## src/rtl/rr_pkt_mux.sv

```systemverilog
// Packet-level mux behind a round-robin arbiter: follows the arbiter grant
// until a packet begins, holds that source to its last beat, then acks.
module rr_pkt_mux #(
  parameter int unsigned W      = 4,
  parameter int unsigned DATA_W = 32
) (
  input  logic                   clk,
  input  logic                   arst,
  input  logic [W-1:0]           i_gnt,
  output logic                   o_ack,
  input  logic [W-1:0]           i_vld,
  input  logic [W*DATA_W-1:0]    i_data,
  input  logic [W-1:0]           i_last,
  output logic [W-1:0]           o_rdy,
  output logic                   o_vld,
  output logic [DATA_W-1:0]      o_data,
  output logic                   o_last,
  output logic [$clog2(W)-1:0]   o_src,
  input  logic                   i_rdy
);

  localparam int unsigned IdxW = $clog2(W);

  typedef enum logic [0:0] {
    StIdle,
    StLocked
  } state_e;

  state_e            state_q, state_d;
  logic [IdxW-1:0]   lock_q, lock_d;
  logic [IdxW-1:0]   gnt_idx;
  logic [IdxW-1:0]   cur_src;
  logic              src_valid;
  logic              can_acc;
  logic              acc;
  logic              sel_last;
  logic [DATA_W-1:0] sel_data;

  logic              vld_q, vld_d;
  logic              last_q, last_d;
  logic [DATA_W-1:0] data_q, data_d;
  logic [IdxW-1:0]   src_q, src_d;

  // OR-encoder: exact for a one-hot grant, zero for an empty one.
  always_comb begin
    gnt_idx = '0;
    for (int unsigned k = 0; k < W; k++) begin
      if (i_gnt[k]) begin
        gnt_idx = gnt_idx | IdxW'(k);
      end
    end
  end

  always_comb begin
    cur_src   = (state_q == StLocked) ? lock_q : gnt_idx;
    src_valid = (state_q == StLocked) || (|i_gnt);
    can_acc   = !vld_q || i_rdy;
    o_rdy     = '0;
    sel_data  = '0;
    sel_last  = 1'b0;
    for (int unsigned k = 0; k < W; k++) begin
      if (IdxW'(k) == cur_src) begin
        sel_data = i_data[k*DATA_W +: DATA_W];
        sel_last = i_last[k];
        o_rdy[k] = can_acc && src_valid && !arst;
      end
    end
    acc   = |(i_vld & o_rdy);
    o_ack = acc && sel_last;
  end

  always_comb begin
    state_d = state_q;
    lock_d  = lock_q;
    unique case (state_q)
      StIdle: begin
        if (acc && !sel_last) begin
          state_d = StLocked;
          lock_d  = cur_src;
        end
      end
      StLocked: begin
        if (acc && sel_last) begin
          state_d = StIdle;
        end
      end
      default: state_d = StIdle;
    endcase
  end

  // A new beat takes priority over retiring, so back-to-back keeps o_vld high.
  always_comb begin
    vld_d  = vld_q;
    last_d = last_q;
    data_d = data_q;
    src_d  = src_q;
    if (acc) begin
      vld_d  = 1'b1;
      last_d = sel_last;
      data_d = sel_data;
      src_d  = cur_src;
    end else if (i_rdy) begin
      vld_d  = 1'b0;
    end
  end

  always_ff @(posedge clk or posedge arst) begin
    if (arst) begin
      state_q <= StIdle;
      lock_q  <= '0;
      vld_q   <= 1'b0;
      last_q  <= 1'b0;
      data_q  <= '0;
      src_q   <= '0;
    end else begin
      state_q <= state_d;
      lock_q  <= lock_d;
      vld_q   <= vld_d;
      last_q  <= last_d;
      data_q  <= data_d;
      src_q   <= src_d;
    end
  end

  assign o_vld  = vld_q;
  assign o_last = last_q;
  assign o_data = data_q;
  assign o_src  = src_q;

  gnt_onehot_a: assert property (@(posedge clk) disable iff (arst) $onehot0(i_gnt))
    else $error("rr_pkt_mux: grant is not one-hot");

endmodule

```

## config.mk

```make
export PLATFORM = sky130hd
export DESIGN_NAME = rr_pkt_mux
export DESIGN_NICKNAME = d
export VERILOG_FILES = /design/src/rtl/rr_pkt_mux.sv
export SDC_FILE = /design/constraint.sdc
export NUM_CORES = 1
export LEC_CHECK = 0
export CORE_ASPECT_RATIO = 0.9
export CORE_MARGIN = 5
export CORE_UTILIZATION = 50
export DETAILED_ROUTE_END_ITERATION = 10
export DONT_BUFFER_PORTS = 1
export PLACE_DENSITY_LB_ADDON = 0.15
export SYNTH_ARGS = -nofsm -noshare
export SYNTH_HDL_FRONTEND = slang
export SYNTH_SLANG_ARGS = --single-unit
```

## constraint.sdc

```tcl
create_clock -name clk -period 4.1 [get_ports clk]
set_input_delay 1.025 -clock clk [delete_from_list [all_inputs] [get_ports clk]]
set_output_delay 1.025 -clock clk [all_outputs]
set_load 0.01 [all_outputs]
```

After elaboration in Yosys (flattened, before gate mapping)
Index checks and enable logic that the tools add are counted.

Bitwise logic cells: 2. Reductions and logical operators: 14. Equal/unequal tests: 3. Muxes and demuxes: 21.

Operators by type and width (count): 32-bit two-way mux (4); 1-bit two-way mux (13); 4-bit OR reduction (2); 2-bit two-way mux (3); 4-bit bitwise AND (1); 2-bit == test, first input constant (2); 1-bit logical AND (4); 1-bit logical NOT (3); 1-bit by 2-bit == test with 1-bit output, first input constant (1); 2-bit logical NOT (1); 1-bit logical OR (2); 1-bit case mux with 2 select lines (1); 2-bit AND reduction (1); 2-bit nonzero test (1); 1-bit inverter (1).

Output and inout port bits: 41. Register bits: 39.

Logic depth before layout (Yosys ltp)
Depth in word-level cells: 13. Mapped depth: 7.

Worst setup path before layout
No wires, ideal clock.

Kind: input port to output port. Start: input port i_gnt[1]. End: output port o_ack. Arrival: 2121 ps. Stages on the path: 6. Slack: 954 ps. Cells stage by stage: nor3_4 o21ai_1 a32oi_2 nand2_4 buf_6 nor2_1.

Longest elaborated chain between the ends: 10. Elaborated cells between the ends (all ways): 23.

Ends and longest elaborated chain: start: declaration (RTL line 9) `input logic [W-1:0] i_gnt,`; 1-bit two-way mux (RTL line 48) `if (i_gnt[k]) begin`; 2-bit two-way mux (2 in series) (RTL line 48); 2-bit two-way mux (RTL line 55) `cur_src = (state_q == StLocked) ? lock_q : gnt_idx;`; 2-bit logical NOT (RTL line 62) `if (IdxW'(k) == cur_src) begin`; 1-bit two-way mux (4 in series) (RTL line 62); 1-bit logical AND (*) (RTL line 69) `o_ack = acc && sel_last;`; end: declaration (RTL line 10) `output logic o_ack,`.

Every way passes the cells marked *; elsewhere a longest branch is shown, timed or not.

Worst setup path in the final report
Start: input port i_gnt[3]. End: output port o_ack.

Longest elaborated chain between the ends: 8. Elaborated cells between the ends (all ways): 21.

Ends and longest elaborated chain (RTL line): 2-bit two-way mux or 4-bit OR reduction (tied branches) (48, 56); 2-bit two-way mux or 1-bit logical OR (tied branches) (55, 56); 2-bit logical NOT or 1-bit logical AND (tied branches) (62, 65); 1-bit two-way mux or 1-bit logical AND (tied branches) (62, 65); 1-bit two-way mux (62); 1-bit two-way mux or 4-bit bitwise AND (tied branches) (62, 68); 1-bit two-way mux or 4-bit OR reduction (tied branches) (62, 68); 1-bit logical AND (*) (69).

Marked as above.

==> impl_summary.md <==
Routing
After detailed routing, the number of remaining DRC violations is 0. The sum of routed wire length over all layers is 6.340 mm. The first-iteration detailed-routing DRC count is 75. In the final routed layout, each cell accounts on average for 27.21 um.

The vias per cell is 6.785. The first detailed-routing pass ran for 4 iterations. The number of routed nets with antenna violations is 0.

The total via count after detailed routing is 1581.

Power
After layout, the design draws a total of 1.962 mW. Power spread over the standard cell area amounts to 742.5 nW/um2. For this design the static power due to leakage is 1.066 nW. The largest voltage drop on the vdd net is 0.0003027 V.

Global routing
The number of antenna violations at the first check in global routing was 0. The number of global-route vias before repair is 1835. After global routing the overflow that remains totals 0. The total global routing track utilization is 19.27%.

Entering global routing, the biggest net connects 37 pins. The first global-routing pass estimated 9.887 mm of wire.

Synthesis
In this run, synthesis produced a sequential element count of 39. The net count after synthesis is 309. The cell area after technology mapping is 2505 um2. The area share of the largest cell type after synthesis is 38.96%. Counting every instance in the synthesized netlist gives 166. The sequential area share after synthesis is 38.96%.

The number of warnings reported in the yosys synthesis log is 0. Averaged over all synthesized cells, the footprint is 15.09 um2. The biggest area contributor in the post-synthesis netlist is dfrtp_1. Counting distinct cell types in the post-synthesis netlist gives 31. After synthesis, the cell types taking the most area are dfrtp_1 (39%), mux4_2 (29%), mux2_2 (9.4%).

CTS
TritonCTS built the clock tree. Buffers inserted to repair hold after CTS numbered 0. CTS built an H-tree with a depth of 2. The root buffer cell is clkbuf_8.

Post-CTS repair changed the size of 0 cells. The CTS buffer count is 5. The post-CTS setup-driven buffer insertion count is 0. The clock reaches the later pin of the worst-skew pair after 0.28 ns. Counting every sink on the clock net gives 39. No sink is reached through more buffers than the 2 on the longest clock path. After clock tree synthesis, the clock-pin slew on the worst setup and hold paths is 0.07 ns.

Floorplan
The width of the chip is 84.61 um. The floorplan step defined a core boundary enclosing 4865 um2. The initialized floorplan defines 24 standard-cell rows. The floorplan step defined a die boundary enclosing 6527 um2.

The initial core utilization is 51.49%. The I/O pin count is 184. The height of the chip is 77.15 um.

Critical path
STA classifies the critical path endpoint as an output port. In this run the worst setup path begins at i_gnt[3]. The arrival time at the worst endpoint is 2.06 ns. STA puts the critical path data required time at 3.07 ns. By startpoint and endpoint, the worst setup path is classified as in2out.

Of all nets on the critical path, the largest fanout is 18. The worst setup path is launched from an input pin.

STA
Setup repair after global routing left no endpoint under its margin. The final count of negative-setup-slack endpoints is 0. The final count of pins violating max slew is 0.

The post-route minimum period is 3.082 ns. The sum of negative setup slack is 0 ns. Derived from the worst setup path, the maximum achievable clock frequency is 0.3245 GHz. Between clock sinks in the finished design, the worst skew comes to 0.005315 ns.

The final count of hold timing violations is 0. The headroom to the max-slew limit is 23.85%. For the pin with the worst max-slew slack, the measured transition is 1.141 ns. The worst path uses 75.17% of the clock period.

Outcome
The run finished with clean final reports.

Job
The tool flagged a number of max-cap violations equal to 0.

Final layout
The synthesis-to-finish area growth is 5.494%. The number of antenna diodes in the final layout is 0. In the final design database the tool counted 311 nets. The fraction of final layout cells sized beyond drive strength 1 is 43.45%. The fill cell instance count of the final layout is 415.

Placed design
The post-DP HPWL is 5.204 mm. At the end of routability-driven placement, the weighted congestion stood at 0.8836. During placement, the flow inserted port buffers numbering 0.

Hold path
The origin of the worst min-delay path is lock_q[0]. The path class of the lowest-slack min-delay path is reg2reg.
[final timing paths]
kind	end	slack, ns	depth (start not counted)
max in group asynchronous	o_data[30]	2.42	2
worst min register to register	lock_q[0]	0.53	2
min in group asynchronous	o_data[15]	0.93	1
worst max-delay path	o_ack	1.02	5
worst min-delay path	lock_q[0]	0.53	2
worst max register to register	o_data[10]	1.65	6
[metrics by stage]
stage	util (%)	cells	setup WS (ns)	instance area, um2	hold slack, ns
after floorplan	-	166	0.9536	2505	0.5025
after global placement	52.21	226	1.027	2540	0.5205
after detailed placement	52.21	226	0.9988	2540	0.5211
after CTS	54.32	233	0.9990	2643	0.5317
after global routing	54.32	233	0.8662	2643	0.5530
final	54.32	233	1.018	2643	0.5265
[logic make-up after synthesis]
group / count (synthesis) / synth area share, %
and+or+nand+nor: 31 / 7.443
muxes: 69 / 45.25
DFF: 39 / 38.96
AOI/OAI and AO/OA: 12 / 3.946
buffers and inverters: 15 / 4.396
[routing by layer]
metal  vias to the layer above  share of wire, %  global-route usage [%]
met5                         -                 0                       0
met3                         6                14                   8.682
li1                        656                 -                       -
met2                       124                54                   35.05
met4                         0              0.77                   5.222
met1                       795                32                   19.90
[Yosys cell counts]
cell type and number:
nor3_2 1, clkbuf_1 2, nand4_1 1, nand2_4 1, buf_6 7, a211oi_2 1, mux2i_1 3, a32oi_2 1
buf_2 1, dfrtp_1 39, a31o_2 1, nand2b_1 3, nor3_4 1, nor2_4 1, nand2_1 5, nand3_1 3
inv_1 5, o21ai_0 4, nor2b_1 2, a32oi_1 3, nor3_1 1, mux2_2 21, mux4_2 32, o21ai_1 1
and2b_1 1, or3_4 1, and2_1 1, mux2_1 13, or3_1 1, a32o_1 1, nor2_1 8
[state kept, by name, indices dropped and copies added (netlist names), named ones only]
| name | count |
|---|---|
| o_vld | 1 |
| o_data | 32 |
| o_last | 1 |
| lock_q | 2 |
| o_src | 2 |
[cell usage in the layout (no fill, tap or decap), types with 4 or more instances in the layout]
master | synthesis | layout
clkbuf_8 | 0 | 5
mux2_2 | 21 | 21
o21ai_0 | 4 | 4
buf_4 | 0 | 5
mux2_1 | 13 | 13
dfrtp_1 | 39 | 39
inv_1 | 5 | 5
nor2_1 | 8 | 7
nand2_1 | 5 | 5
mux4_2 | 32 | 32
[layout make-up]
class | instances | area, um2 | share of cell area, %
timing repair buffer | 5 | 37.54 | 1.420
sequential | 39 | 975.9 | 36.93
inverter | 5 | 18.77 | 0.7102
multi-input combinational | 112 | 1426 | 53.98
clock inverter | 1 | 30.03 | 1.136
clock buffer | 6 | 72.57 | 2.746
tap | 65 | 81.33 | 3.078
[worst max-delay path, stage by stage]
cell and delay [ns]:
nor3_2 0.26, nor2_4 0.18, a32oi_2 0.29, nand2_4 0.07, nor2_1 0.22
[report_power, final]
group,internal [mW],switching [mW],total [mW]
combinational,0.482,0.353,0.835
clock,0.178,0.123,0.301
sequential,0.584,0.242,0.826
No activity file was read; power rests on OpenSTA's default activity.
